==> config.mk <==
export PLATFORM = sky130hd
export DESIGN_NAME = bloco_operacional
export DESIGN_NICKNAME = d
export VERILOG_FILES = /design/src/rtl/bloco_operacional.sv
export SDC_FILE = /design/constraint.sdc
export NUM_CORES = 1
export LEC_CHECK = 0
export BUFFER_PORTS_ARGS = -buffer_cell sky130_fd_sc_hd__buf_2
export CORE_MARGIN = 3
export CORE_UTILIZATION = 60
export DETAILED_ROUTE_END_ITERATION = 10
export PLACE_DENSITY = 0.79
export SKIP_CTS_REPAIR_TIMING = 1
export SLEW_MARGIN = 20
export SYNTH_ARGS = -nofsm -noshare
export SYNTH_HDL_FRONTEND = slang
export SYNTH_SLANG_ARGS = --single-unit
==> constraint.sdc <==
create_clock -name ck -period 3.3 [get_ports ck]
set_clock_uncertainty 0.05 [all_clocks]
set_input_delay 0.825 -clock ck [delete_from_list [all_inputs] [get_ports ck]]
set_output_delay 0.825 -clock ck [all_outputs]
set_load 0.03 [all_outputs]
==> src/rtl/bloco_operacional.sv <==
// rtl/bloco_operacional.sv - datapath with X/H/S registers and a result register R fed by an add or an iterative multiply
// A change of {m0,m1,m2,h}, or a write to X/H on the previous edge, starts a new operation on R.

module bloco_operacional #(
    parameter logic [7:0] K0 = 8'd3,
    parameter logic [7:0] K1 = 8'd5,
    parameter logic [7:0] K2 = 8'd7
) (
    input  logic        ck,
    input  logic        rst,
    input  logic [7:0]  x_in,
    input  logic        lx,
    input  logic [1:0]  m0,
    input  logic [1:0]  m1,
    input  logic [1:0]  m2,
    input  logic        h,
    input  logic        lh,
    input  logic        ls,
    output logic [15:0] s_out,
    output logic        pronto,
    output logic        err
);

    logic [7:0]  x_q, x_d;
    logic [15:0] h_q, h_d;
    logic [15:0] s_q, s_d;
    logic [15:0] r_q, r_d;
    logic [6:0]  key_q, key_d;
    logic        load_q, load_d;
    logic [2:0]  cnt_q, cnt_d;
    logic        pronto_q, pronto_d;
    logic        err_q, err_d;
    logic [15:0] a_q, a_d;
    logic [7:0]  b_q, b_d;
    logic [15:0] add_q, add_d;
    logic        op_q, op_d;
    logic [15:0] acc_q, acc_d;

    logic [6:0]  key_now;
    logic        start;
    logic [15:0] op_a;
    logic [7:0]  op_b;
    logic [15:0] addend;
    logic [15:0] acc_sum;

    always_comb begin
        key_now = {m0, m1, m2, h};
        start   = (key_now != key_q) || load_q;

        case (m0)
            2'b00:   op_a = 16'd0;
            2'b01:   op_a = {8'd0, x_q};
            default: op_a = h_q;
        endcase
        case (m1)
            2'b00:   op_b = x_q;
            2'b01:   op_b = K1;
            2'b10:   op_b = K2;
            default: op_b = h_q[7:0];
        endcase
        case (m2)
            2'b00:   addend = 16'd0;
            2'b01:   addend = {8'd0, x_q};
            2'b10:   addend = {8'd0, K2};
            default: addend = {8'd0, K0};
        endcase

        x_d      = x_q;
        h_d      = h_q;
        s_d      = s_q;
        r_d      = r_q;
        key_d    = key_q;
        cnt_d    = cnt_q;
        pronto_d = pronto_q;
        err_d    = err_q;
        a_d      = a_q;
        b_d      = b_q;
        add_d    = add_q;
        op_d     = op_q;
        acc_d    = acc_q;
        acc_sum  = acc_q + (b_q[0] ? a_q : 16'd0);

        // A new start always wins over whatever operation is still running.
        if (start) begin
            a_d      = op_a;
            b_d      = op_b;
            add_d    = addend;
            op_d     = h;
            key_d    = key_now;
            pronto_d = 1'b0;
            cnt_d    = 3'd0;
            acc_d    = 16'd0;
        end else if (!pronto_q) begin
            if (!op_q) begin
                r_d      = a_q + add_q;
                pronto_d = 1'b1;
            end else begin
                acc_d = acc_sum;
                a_d   = a_q << 1;
                b_d   = b_q >> 1;
                cnt_d = cnt_q + 3'd1;
                if (cnt_q == 3'd7) begin
                    r_d      = acc_sum;
                    pronto_d = 1'b1;
                end
            end
        end

        if (lx) begin
            x_d = x_in;
        end
        load_d = lx || (lh && pronto_q);
        if (lh) begin
            if (pronto_q) h_d = r_q;
            else          err_d = 1'b1;
        end
        if (ls) begin
            if (pronto_q) s_d = r_q;
            else          err_d = 1'b1;
        end
    end

    always_ff @(posedge ck) begin
        if (rst) begin
            x_q      <= 8'd0;
            h_q      <= 16'd0;
            s_q      <= 16'd0;
            r_q      <= 16'd0;
            key_q    <= 7'd0;
            load_q   <= 1'b0;
            cnt_q    <= 3'd0;
            pronto_q <= 1'b1;
            err_q    <= 1'b0;
            a_q      <= 16'd0;
            b_q      <= 8'd0;
            add_q    <= 16'd0;
            op_q     <= 1'b0;
            acc_q    <= 16'd0;
        end else begin
            x_q      <= x_d;
            h_q      <= h_d;
            s_q      <= s_d;
            r_q      <= r_d;
            key_q    <= key_d;
            load_q   <= load_d;
            cnt_q    <= cnt_d;
            pronto_q <= pronto_d;
            err_q    <= err_d;
            a_q      <= a_d;
            b_q      <= b_d;
            add_q    <= add_d;
            op_q     <= op_d;
            acc_q    <= acc_d;
        end
    end

    assign s_out  = s_q;
    assign pronto = pronto_q;
    assign err    = err_q;

endmodule

==> flow_summary.json, run 1 <==
{
  "run_status": "completed",
  "crit_end": "acc_q[9]$_SDFFE_PP0P_",
  "postSynthCellCount": 781,
  "synth_seq_cells": 117,
  "gp_congestion": 0.931,
  "finalPower_mw": 3.61,
  "h-tree-depth": 4,
  "reg2reg_to": "acc_q[9]$_SDFFE_PP0P_",
  "clock_sinks": 117,
  "io_buffers": 37,
  "synth_edf_count": 0,
  "synth-seq-area-share": 0.393,
  "area_delta_synth_final_pct": 14.8,
  "antenna_found_initial": 0,
  "hold_class": "flop to flop",
  "synthTopCellsByArea": "dfxtp_1 (39%), nand2_1 (12%), a21oi_1 (9.6%)",
  "grt_max_degree": 54,
  "start_util": 0.629,
  "critPathLaunch": "b_q[0]$_SDFFE_PP0P_",
  "synth_area_mm2": 0.00595,
  "tightest_slew_ns": 0.628,
  "ff2ff_setup_slack_ns": 0.50,
  "path_class": "flop to flop",
  "finalSetupViolCount": 0,
  "place_hpwl_mm": 10.8,
  "avgSynthCellArea_um2": 7.62,
  "cts_tree": "built",
  "r2r_start": "b_q[0]$_SDFFE_PP0P_",
  "grt_pass1_vias": 5450,
  "vias": 5532,
  "worst_setup_hold_path_clk_slew_ns": 0.06,
  "rsz0062_at_grt": "no",
  "ant_nets": 0,
  "grt_pass1_wl_mm": 26.0,
  "cts-root-buf": "clkbuf_8",
  "required_ns": 3.65,
  "n_fill_cell": 753,
  "hold_viol": 0,
  "drt_iter0_markers": 366,
  "synthFlopType": "dfxtp_1",
  "maxSlewViolCount": 0,
  "postLayoutCoreUtil": 0.722,
  "syn-num-nets": 831,
  "finalWirelength_mm": 15.5,
  "antenna_cells": 0,
  "io_pins": 38,
  "track_usage": 0.290,
  "power_density_mw_per_mm2": 529,
  "detail_route.drc_violations": 0,
  "dieArea_mm2": 0.0112,
  "crit_arrival_ns": 3.15,
  "design.core.area_mm2": 0.00946,
  "fin_crit_ns": 2.80,
  "vias_per_cell": 5.89,
  "clk_latency_ns": 0.52,
  "yosys_warnings": 0,
  "worst_setup_path_end_kind": "flop",
  "slew_headroom": 0.581,
  "synth_area_leader_cell": "dfxtp_1",
  "start_kind": "flop",
  "row_count": 35,
  "wl_per_cell_um": 16.5,
  "ys_types": 44,
  "maxCapViolCount": 0,
  "overflow": 0,
  "cts_buffer_depth": 2,
  "drive_above_1_share": 0.101,
  "ir_drop_uv": 473,
  "worstPathMaxFanout": 17,
  "synth-async-reset-ratio": 0,
  "worst_slack_ns": 0.498,
  "fmax_mhz": 357,
  "synth.top_cell.area_share": 0.393,
  "pre_cts_slack_ns": 0.448,
  "nets": 847,
  "period_share": 0.849,
  "fp.dieW_um": 106,
  "cts_buffers": 17,
  "r2r_cells": 9,
  "die_h_um": 106,
  "firstDrtPassIters": 7,
  "tns_ns": 0,
  "p_leak_nw": 2.58
}
-- final cells by class --
type,instances,area [um2],share of cell area
repair buffers,47,260,0.0381
clock inverters,9,173,0.0253
inverters,5,18.8,0.00275
clock buffers,23,467,0.0683
multi-input cells,609,3410,0.499
well taps,129,161,0.0236
flip-flops and latches,117,2340,0.343
-- through the flow --
stage	area, um2	hold slack [ns]	std cells
after detailed placement	6190	0.394	907
after CTS	6830	0.402	939
after global routing	6830	0.429	939
after floorplan	5950	0.386	781
final	6830	0.404	939
after global placement	6190	0.389	907
-- state kept, by name, summed over array words and instances (netlist names), 7 cells and up --
signal,cells
a_q,16
acc_q,16
add_q,8
b_q,8
h_q,16
key_q,7
r_q,16
s_out,16
x_q,8
-- how the worst min path moves through the flow --
stage          cells after the start                endpoint                   start  slack (ns)
5_1_grt                            2   acc_q[7]$_SDFFE_PP0P_   acc_q[7]$_SDFFE_PP0P_        0.43
3_5_place_dp                       2  s_out[10]$_SDFFE_PP0P_  s_out[10]$_SDFFE_PP0P_        0.39
3_3_place_gp                       2  s_out[10]$_SDFFE_PP0P_  s_out[10]$_SDFFE_PP0P_        0.39
4_1_cts                            2  s_out[10]$_SDFFE_PP0P_  s_out[10]$_SDFFE_PP0P_        0.40
6_report                           2  s_out[14]$_SDFFE_PP0P_  s_out[14]$_SDFFE_PP0P_        0.40
2_1_floorplan                      2   add_q[3]$_SDFFE_PP0N_   add_q[3]$_SDFFE_PP0N_        0.39
-- layer usage --
metal / GRT usage / up-vias / routed length (um)
met5: 0 / - / 0
met4: 0.138 / 0 / 594
met3: 0.0704 / 60 / 919
met2: 0.497 / 195 / 7700
met1: 0.342 / 2579 / 6280
li1: - / 2698 / -
-- cells in the mapped netlist, types with 16 or more instances --
master	count
o21ai_0	25
and2_1	19
nor2b_1	16
nor2_1	66
xor2_1	24
a21oi_1	114
nand3_1	16
ha_1	28
dfxtp_1	117
nand2_1	189
clkbuf_1	43
-- placed cells by master, fill, tap and decap left out, types with 3 or more instances in the layout --
cell and n:
nand2_1 189, dfxtp_1 117, a21oi_1 114, nor2_1 66, buf_2 37, ha_1 28, o21ai_0 25, xor2_1 24
and2_1 19, nand3_1 16, clkbuf_16 16, nor2b_1 15, a31oi_1 11, mux2i_1 11, a211oi_1 11, xnor2_1 11
o211ai_1 10, buf_4 10, inv_1 5, a221oi_1 5, nand3b_1 5, nor3_1 5, bufinv_16 5, a311oi_1 4
or3_1 4, clkbuf_8 4, o21a_1 3, o21bai_1 3, a21o_1 3, clkinv_2 3, clkbuf_1 3
-- kinds of logic (layout without fill, tap and decap cells) --
kind of cell,count (synthesis),after routing,synth area share
AO/OA/AOI/OAI,200,200,0.195
XOR/XNOR,35,35,0.0515
adder cells (fa/ha/maj),30,30,0.0656
buffers and inverters,55,84,0.0351
flip-flops,117,117,0.393
multiplexers,11,11,0.0185
AND/OR/NAND/NOR,333,333,0.241
-- report_power, final --
group / internal [mW] / switching [mW] / total (mW)
Sequential: 1.44 / 0.0235 / 1.46
Combinational: 0.0533 / 0.115 / 0.169
Clock: 1.36 / 0.628 / 1.99
-- worst max-delay path, stage by stage, from the launching register on --
cell and delay, ns:
dfxtp_1 0.58, and2_1 0.26, ha_1 0.27, a211oi_1 0.36, o21a_1 0.22, o21ai_0 0.14, a21boi_0 0.25, xor2_1 0.29
o21ai_0 0.11, nor2b_1 0.15
No activity file was read; power rests on OpenSTA's default activity.
==> run 2, diff against run 1 <==
==> constraint.sdc (replaced) <==
create_clock -name ck -period 2.7 [get_ports ck]
set_clock_uncertainty 0.05 [all_clocks]
set_input_delay 0.675 -clock ck [delete_from_list [all_inputs] [get_ports ck]]
set_output_delay 0.675 -clock ck [all_outputs]
set_load 0.03 [all_outputs]
==> run 2 against run 1 <==
Final cell count increased by 0.96%. Final area increased by 0.93%. Routed wire length decreased by 0.15%. Critical path type unchanged. Largest cell class unchanged.
==> flow_summary.json, run 2 (synthesis results as in run 1) <==
{
  "grt_pass1_vias": 5344,
  "final_cell_mix": "nand2_1 (189), dfxtp_1 (117), a21oi_1 (111)",
  "n_fill_cell": 728,
  "run_status": "completed",
  "fp.dieW_um": 106,
  "ff_latch_area_mm2": 0.00234,
  "vias": 5573,
  "wl_per_cell_um": 16.3,
  "drive_above_1_share": 0.122,
  "fmax_mhz": 390,
  "area_delta_synth_final_pct": 15.8,
  "nets": 856,
  "required_ns": 3.11,
  "ant_nets": 0,
  "firstDrtPassIters": 5,
  "maxSlewViolCount": 0,
  "clk_latency_ns": 0.53,
  "swShare": 0.230,
  "hold-worst-slack_ns": 0.334,
  "maxCapViolCount": 0,
  "vias_per_cell": 5.88,
  "die_h_um": 106,
  "place_inst": 913,
  "tns_ns": 0,
  "design.core.area_mm2": 0.00946,
  "finalWirelength_mm": 15.5,
  "finalSetupViolCount": 0,
  "antenna_cells": 0,
  "worst_setup_path_end_kind": "flop",
  "cts_buffer_depth": 2,
  "p_leak_nw": 2.59,
  "worstPathMaxFanout": 14,
  "crit_arrival_ns": 2.97,
  "track_usage": 0.286,
  "dieArea_mm2": 0.0112,
  "layout_commonest_cell": "nand2_1",
  "worst_setup_hold_path_clk_slew_ns": 0.06,
  "io_buffers": 37,
  "path_class": "flop to flop",
  "power_frac_seq": 0.428,
  "comb_power_share": 0.051,
  "hold_class": "primary input to flop",
  "power_density_mw_per_mm2": 602,
  "antenna_found_initial": 0,
  "place_hpwl_mm": 10.5,
  "period_share": 0.949,
  "detail_route.drc_violations": 0,
  "fin_crit_ns": 2.56,
  "pre_cts_slack_ns": 0.0691,
  "gp_congestion": 0.902,
  "p_clk_frac": 0.521,
  "drt_iter0_markers": 473,
  "overflow": 0,
  "cts_buffers": 17,
  "tightest_slew_ns": 0.605,
  "multiInputGateArea_mm2": 0.00347,
  "intPower_mw": 3.20,
  "grt_max_degree": 54,
  "layout.cells.non_filler": 948,
  "worst_slack_ns": 0.138,
  "clock_sinks": 117,
  "p_switching_mw": 0.954,
  "start_util": 0.629,
  "cts-root-buf": "clkbuf_8",
  "start_kind": "flop",
  "ir_drop_uv": 521,
  "h-tree-depth": 4,
  "row_count": 35,
  "grt_pass1_wl_mm": 25.7,
  "slew_headroom": 0.597,
  "io_pins": 38,
  "cts_tree": "built",
  "hold_viol": 0
}
run 2: worst max-delay path: stages (launching register included):
cell and delay, ns:
dfxtp_1 0.34, buf_4 0.18, and2_1 0.16, ha_1 0.36, nand2_1 0.08, o211ai_1 0.17, o211ai_1 0.19, buf_4 0.18
o211ai_1 0.21, xor2_1 0.29, nand3_1 0.13, a21oi_1 0.16
run 2: power groups by stage:
| stage | Sequential, mW | Combinational, mW | Clock [mW] |
|---|---|---|---|
| global route | 1.78 | 0.233 | 2.24 |
| CTS | 1.78 | 0.207 | 2.18 |
| global placement | 1.81 | 0.199 | 0 |
| finish | 1.78 | 0.210 | 2.17 |
| floorplan | 1.81 | 0.139 | 0 |
| detailed placement | 1.81 | 0.204 | 0 |
run 2: final cells by class:
| type | instances | share of cell area |
|---|---|---|
| Clock inverter | 9 | 0.0147 |
| Inverter | 5 | 0.00272 |
| Sequential cell | 117 | 0.340 |
| Multi-Input combinational cell | 609 | 0.503 |
| Clock buffer | 23 | 0.0677 |
| Timing Repair Buffer | 56 | 0.0493 |
| Tap cell | 129 | 0.0234 |
run 2: metal layers:
layer / global-route usage / wire length [um] / up-vias
li1: - / - / 2725
met1: 0.341 / 6330 / 2587
met2: 0.484 / 7680 / 206
met4: 0.148 / 625 / 0
met3: 0.0594 / 844 / 55
met5: 0 / 0 / -
run 2: path summary, 6_finish.rpt:
path | start | endpoint | slack (ns) | cells past startpoint
min | x_in[5] | x_q[5]$_SDFFE_PP0P_ | 0.33 | 3
max | b_q[0]$_SDFFE_PP0P_ | r_q[12]$_SDFFE_PP0P_ | 0.14 | 11
min reg2reg | s_out[11]$_SDFFE_PP0P_ | s_out[11]$_SDFFE_PP0P_ | 0.40 | 2
max reg2reg | b_q[0]$_SDFFE_PP0P_ | r_q[12]$_SDFFE_PP0P_ | 0.14 | 11
run 2: through the flow:
| step | power, mW | utilization | area (um2) |
|---|---|---|---|
| after floorplan | 1.95 | - | 5950 |
| after global placement | 2.01 | 0.661 | 6250 |
| after detailed placement | 2.02 | 0.661 | 6250 |
| after CTS | 4.16 | 0.721 | 6820 |
| after global routing | 4.26 | 0.729 | 6900 |
| final | 4.15 | 0.729 | 6900 |
